$ cat config.mk
export PLATFORM = sky130hd
export DESIGN_NAME = charlieplex_scan
export DESIGN_NICKNAME = d
export VERILOG_FILES = /design/src/rtl/charlieplex_scan.sv
export SDC_FILE = /design/constraint.sdc
export NUM_CORES = 1
export LEC_CHECK = 0
export CAP_MARGIN = 20
export CORE_AREA = 2 2 231 233
export DETAILED_ROUTE_END_ITERATION = 8
export DIE_AREA = 0 0 233 235
export PLACE_DENSITY = 0.51
export SLEW_MARGIN = 0
export SYNTH_ARGS = -nofsm -noshare
export SYNTH_HDL_FRONTEND = slang
export SYNTH_SLANG_ARGS = --single-unit
$ cat constraint.sdc
create_clock -name clk -period 4.1 [get_ports clk]
set_input_delay 0.82 -clock clk [delete_from_list [all_inputs] [get_ports clk]]
set_output_delay 0.82 -clock clk [all_outputs]
set_load 0.03 [all_outputs]
$ cat src/rtl/charlieplex_scan.sv
// charlieplex_scan: double-buffered PWM charlieplex LED scanner (optional blanking: CHARLIEPLEX_GHOST_BLANK_EN)
module charlieplex_scan #(
  parameter int N = 7,
  parameter int BITS = 4,
  parameter int PRESCALE = 256,
  localparam int L = N * (N - 1),
  localparam int AW = $clog2(L)
) (
  input  logic            clk,
  input  logic            rst_n,
  input  logic            wr_en,
  input  logic [AW-1:0]   wr_addr,
  input  logic [BITS-1:0] wr_data,
  input  logic            swap,
  output logic            swap_pending,
  output logic            frame_start,
  output logic [N-1:0]    oe,
  output logic [N-1:0]    o
);
  localparam int S = 1 << BITS;
  localparam int QW = PRESCALE > 1 ? $clog2(PRESCALE) : 1;
  localparam int RW = $clog2(N);
  localparam int PW = BITS + 1;
`ifdef CHARLIEPLEX_GHOST_BLANK_EN
  localparam int PLAST = S;
`else
  localparam int PLAST = S - 1;
`endif
  logic [BITS-1:0] fb [2][L];
  logic            fsel;
  logic [QW-1:0]   q;
  logic [PW-1:0]   ps;
  logic [AW-1:0]   k;
  logic [RW-1:0]   r, c, lo;
  logic            q_end, p_end, k_end, c_end, boundary, lit;
  logic [BITS-1:0] level;
  logic [N-1:0]    hmask, lmask;
  always_comb begin
    q_end = q == QW'(PRESCALE - 1);
    p_end = ps == PW'(PLAST);
    k_end = k == AW'(L - 1);
    c_end = c == RW'(N - 2);
    boundary = q_end && p_end && k_end;
    level = fb[fsel][k];
`ifdef CHARLIEPLEX_GHOST_BLANK_EN
    // step 0 of each slot is the blanking step; PWM steps are shifted by one
    lit = ps != '0 && ps <= {1'b0, level};
`else
    lit = ps < {1'b0, level};
`endif
    lo = c < r ? c : c + RW'(1);
    hmask = N'(1) << r;
    lmask = N'(1) << lo;
  end
  always_ff @(posedge clk or negedge rst_n) begin
    if (!rst_n) begin
      oe <= '0;
      o <= '0;
      frame_start <= 1'b0;
      swap_pending <= 1'b0;
      fsel <= 1'b0;
      q <= '0;
      ps <= '0;
      k <= '0;
      r <= '0;
      c <= '0;
      for (int i = 0; i < L; i++) begin
        fb[0][i] <= '0;
        fb[1][i] <= '0;
      end
    end else begin
      oe <= lit ? (hmask | lmask) : '0;
      o <= lit ? hmask : '0;
      frame_start <= q == '0 && ps == '0 && k == '0;
      q <= q_end ? '0 : q + 1'b1;
      if (q_end) ps <= p_end ? '0 : ps + 1'b1;
      // row/column tracked alongside k so no divider is needed for pin mapping
      if (q_end && p_end) begin
        k <= k_end ? '0 : k + 1'b1;
        c <= c_end ? '0 : c + 1'b1;
        r <= k_end ? '0 : (c_end ? r + 1'b1 : r);
      end
      if (wr_en && {1'b0, wr_addr} < (AW + 1)'(L)) fb[!fsel][wr_addr] <= wr_data;
      if (boundary) begin
        if (swap_pending || swap) fsel <= !fsel;
        swap_pending <= 1'b0;
      end else if (swap) swap_pending <= 1'b1;
    end
  end
endmodule

# After elaboration in Yosys (flattened, before gate mapping)
# Cells that the tools add are included.
# op_classes
bitwise_logic,5
shifts,2
n_mux,22
n_reduce_logical,16
n_addsub,5
magnitude_cmp,9
eq_ne,4
# op_table
operator,count
$mux W168,4
$bwmux W336,1
$demux W168 S1,1
$bmux W4 S6,1
$demux W4 S6,1
$ge A7 B7 Y1 const B,2
$mux W7,2
$not A6 Y7,2
$shl A1 B3 Y7 const A,2
$mux W3,4
$mux W4,3
$add A8 B1 Y8 const B,1
$eq A8 B8 Y1 const B,1
$logic_not A8 Y1,1
$mux W8,1
$logic_and A1 B1 Y1,7
$lt A7 B1 Y1 const B,1
$or A7 B7 Y7,1
$add A3 B1 Y3 const B,2
$add A6 B1 Y6 const B,1
$eq A6 B6 Y1 const B,1
$logic_not A6 Y1,1
$lt A6 B6 Y1 const B,1
$mux W6,1
15 further kinds,20
# totals
reg_bits,378
out_inout_bits,16
in_bits,14
wordCells,157

# Longest topological paths before layout
# depth
ltp_word,9
mapped_depth,19
depth_no_buf,12

# Least setup slack after synthesis
# OpenSTA, ideal clock, no wires.
# synth_path
path_type,reg2reg
from,register k[0]
to,register oe[4]
setup_slack_ps,505
path_stages_with_launch,17
setup_ps,73
synth_period_minus_slack_ps,3595
path_buffers,6
t_arrival_ps,3522
t_required_ps,4027
cell_sequence,dfrtp_1 buf_4 buf_2 buf_2 buf_2 buf_2 mux4_2 a22oi_1 a31oi_1 o221ai_1 ha_1 a21o_1 a211o_1 nor3_1 a32oi_2 buf_6 a21oi_2
# synth_between
elab_chain_len,6
# synth_lines
element,line,rtl
start: declaration,33,logic [AW-1:0] k;
start signal: assignment,79,k <= k_end ? '0 : k + 1'b1;
$not A6 Y7 (implied by the code),44,level = fb[fsel][k];
$bmux W4 S6,44,
$mux W4 (implied by the code) (2 in a row),44,
$lt A5 B4 Y1,49,"lit = ps < {1'b0, level};"
$mux W7,72,oe <= lit ? (hmask | lmask) : '0;
end signal: assignment,72,
end: declaration,17,"output logic [N-1:0] oe,"
# No other way between the ends. The select of a mux whose other input is x is not followed.
# A chain may end at the register's enable or synchronous reset.

# Worst setup path in the final report
# layout_path
from,register fsel
to,register oe[3]
# layout_between
elab_chain_len,9
# layout_lines
element,line,rtl
start: declaration,30,logic fsel;
start signal: assignment,85,if (swap_pending || swap) fsel <= !fsel;
$not A1 Y2 (implied by the code),44,
$mux W168 (implied by the code) (3 in a row),44,
$bmux W4 S6,44,
$mux W4 (implied by the code) (2 in a row),44,
$lt A5 B4 Y1,49,
$mux W7,72,
# No other way between the ends. The select of a mux whose other input is x is not followed.

==> results <==
sequential cells by signal, summed over array words and instances, names as in the netlist:
name,count
k,6
oe,7
o,7
fsel,1
frame_start,1
fb,336
r,3
c,3
q,8
swap_pending,1
ps,5
worst register-to-register path, stage by stage (launching register included):
cell      delay (ns)
dfrtp_4         0.60
buf_12          0.21
mux4_2          0.33
and2_1          0.16
a211oi_1        0.08
a311o_1         0.33
a221oi_1        0.56
a21oi_1         0.10
ha_1            0.21
a21o_1          0.15
a211o_1         0.31
nor3_1          0.25
a32oi_4         0.23
buf_12          0.20
nor2_2          0.10
per-layer routing:
layer  vias to the layer above  track usage  share of wire  wire [um]
li1                       4913            -              -          -
met3                        69       0.0308          0.039       1850
met2                       192        0.280           0.48      22300
met5                         -            0              0          0
met4                         0       0.0513          0.025       1190
met1                      5826        0.241           0.46      21500
cell type report:
type | instances | area (um2)
well taps | 688 | 861
multi-input cells | 841 | 8120
repair buffers | 81 | 811
fillers | 4839 | 31500
clock buffers | 66 | 1320
inverters | 15 | 56.3
clock inverters | 10 | 115
flip-flops and latches | 378 | 9470
cell families (layout without fill, tap and decap cells):
kind of cell,count (synthesis),in the layout,synth area share
XOR/XNOR,12,12,0.00582
multiplexers,447,447,0.319
adder cells (fa/ha/maj),19,19,0.0132
AO/OA/AOI/OAI,100,100,0.0379
AND/OR/NAND/NOR,263,263,0.0732
buffers and inverters,105,172,0.0279
flip-flops,378,378,0.524
worst max path at each step:
stage	from	to	slack, ns	cells past startpoint
2_1_floorplan	k[0]	oe[4]	0.50	16
3_5_place_dp	fsel	o[0]	0.03	13
4_1_cts	fsel	o[0]	0.007	11
5_1_grt	fsel	oe[4]	0.05	14
6_report	fsel	oe[3]	0.20	14
3_3_place_gp	fsel	o[0]	0.09	13
through the flow:
stage	hold WS [ns]	setup WS, ns	cells
2_1_floorplan	0.452	0.505	1324
3_3_place_gp	0.469	0.0853	2002
3_5_place_dp	0.471	0.0308	2002
4_1_cts	0.332	0.00741	2078
5_1_grt	0.375	0.0508	2079
6_report	0.284	0.196	2079
cells in the mapped netlist, drive strengths merged, types with 3 or more instances:
cell / n
o22ai: 6
nor4: 9
dfrtp: 378
a21oi: 25
nand3: 16
buf: 33
a31oi: 7
nor3: 17
inv: 14
nor2: 62
nor4b: 3
nand4: 4
and2: 6
xor2: 5
o211ai: 4
mux2: 354
nor3b: 3
or2: 3
clkbuf: 57
mux2i: 26
o2111ai: 3
a211oi: 4
xnor2: 7
or4: 4
or3: 8
nor2b: 13
mux4: 67
o21ai: 20
and3: 7
a22o: 6
nand2: 92
ha: 19
nand2b: 7
a2111oi: 3
a22oi: 5
power by group through the flow:
stage,Clock (mW),Combinational (mW),Sequential (mW)
global route,4.19,0.847,4.17
floorplan,0,0.509,4.16
CTS,4.01,0.780,4.14
finish,3.91,0.776,4.14
detailed placement,0,0.777,4.21
global placement,0,0.764,4.20
repair_timing:
item,CTS,global route
setup endpoints to repair,0,14
resized for setup,0,4
hold buffers,0,0
setup buffers,0,1
==> impl_metrics.toml <==
[routing]
avgViaCountPerCell = 5.29
wl_per_cell_um = 22.5
drtIter0Drc = 606
ant_nets = 0
finalWirelength_mm = 46.8
dr_total_vias = 11000
first_pass_iters = 5
drcViolationCount = 0

[pwr]
power-per-cell-area_mw_per_mm2 = 425
clkPwrFrac = 0.443
p_int_mw = 6.74
swShare = 0.236
power_frac_comb = 0.088
max-vdd-ir-drop_mv = 0.263
p_sw_mw = 2.08
p_leak_nw = 9.50
seq_power_share = 0.469
total_power_mw = 8.82

[final_layout]
layout.nets = 1393
utilization = 0.397
areaGrowthSynthToFinish_pct = 14.9
layout_common_cells = "375 x dfrtp_1, 343 x mux2_2, 92 x nand2_1"
design_area_mm2 = 0.0208
n_antenna_cell = 0
drive_above_1_share = 0.405
final_common_cell = "dfrtp_1"

[synthesis]
synth_ff_type = "dfrtp_1"
netlist_area_mm2 = 0.0181
ys_top_cells_by_area = "dfrtp_1 52%, mux2_2 21%, mux4_2 8.4%"
synth.top_cell.area_share = 0.524
synth_largest_area_cell = "dfrtp_1"
yosysSeqAreaShare = 0.524
synth-async-reset-ratio = 1.00
synth.distinct_cells = 67
syn_nets = 1357
ys_seq_elements = 378
ys_warn_count = 0
synth_edf_count = 0
avgSynthCellArea_um2 = 13.6
syn_inst = 1324

[sta]
setup_tns_ns = 0
hold_violations = 0
timing.fmax_mhz = 256
fin_crit_ns = 3.90
setup_viol = 0
tightest_slew_ns = 0.983
slew_viol_final = 0
grt_setup_unrepaired = "false"
period_share = 0.952
skew_ns = 0.0219
relSlewSlack = 0.345

[critical_path]
crit_family = "compound AO/OA/AOI/OAI gates"
cpMaxStageDelayCell = "dfrtp_4"
crit_fanout = 11
worst_setup_path_end_kind = "flip-flop"
crit_chain = "buf_12 -> mux4_2 -> and2_1 -> a211oi_1 -> a311o_1 -> a221oi_1 -> a21oi_1 -> ha_1 -> a21o_1 -> a211o_1 -> nor3_1 -> a32oi_4 -> buf_12 -> nor2_2"
reg2reg_from = "fsel"
reg2regPathDepth = 14
cp.required_ns = 4.59
cpMostUsedCell = "buf_12"
critPathBufInv = 2
start_kind = "flip-flop"
max_stage_delay_ns = 0.60
r2r_slack_ns = 0.20
timing.rr.end = "oe[3]"
crit_type = "reg -> reg"
critical_path_arrival_ns = 4.40

[global_route]
grt_overflow = 0
track_usage = 0.174
grt_first_pass_wirelength_mm = 72.5
grt_start_max_net_pins = 98
antenna_found_initial = 0
grt_pass1_vias = 11692

[cts]
cts_tree = "done"
clock_sinks = 378
clk_pin_slew_ns = 0.06
ctsLongestPathBuffers = 3
clock_latency_ns = 0.58
h-tree-depth = 2
cts_buffers = 43
cts_root_buffer = "clkbuf_16"

[floorplan]
coreArea_mm2 = 0.0522
dieWidth_um = 233
die_h_um = 235
pin_count = 30
dieArea_mm2 = 0.0548
initial_core_util = 0.346
num_rows = 84

[place]
dp_hpwl_mm = 31.4
placed_cell_area_mm2 = 0.0193
io_buffers = 29
place_congestion = 0.816

[outcome]
outcome = "finished clean"

[hold_path]
holdCritPathClass = "in -> async"

[flow_run]
maxCapViolCount = 0
Note: power is estimated with default switching activity, not from simulation.
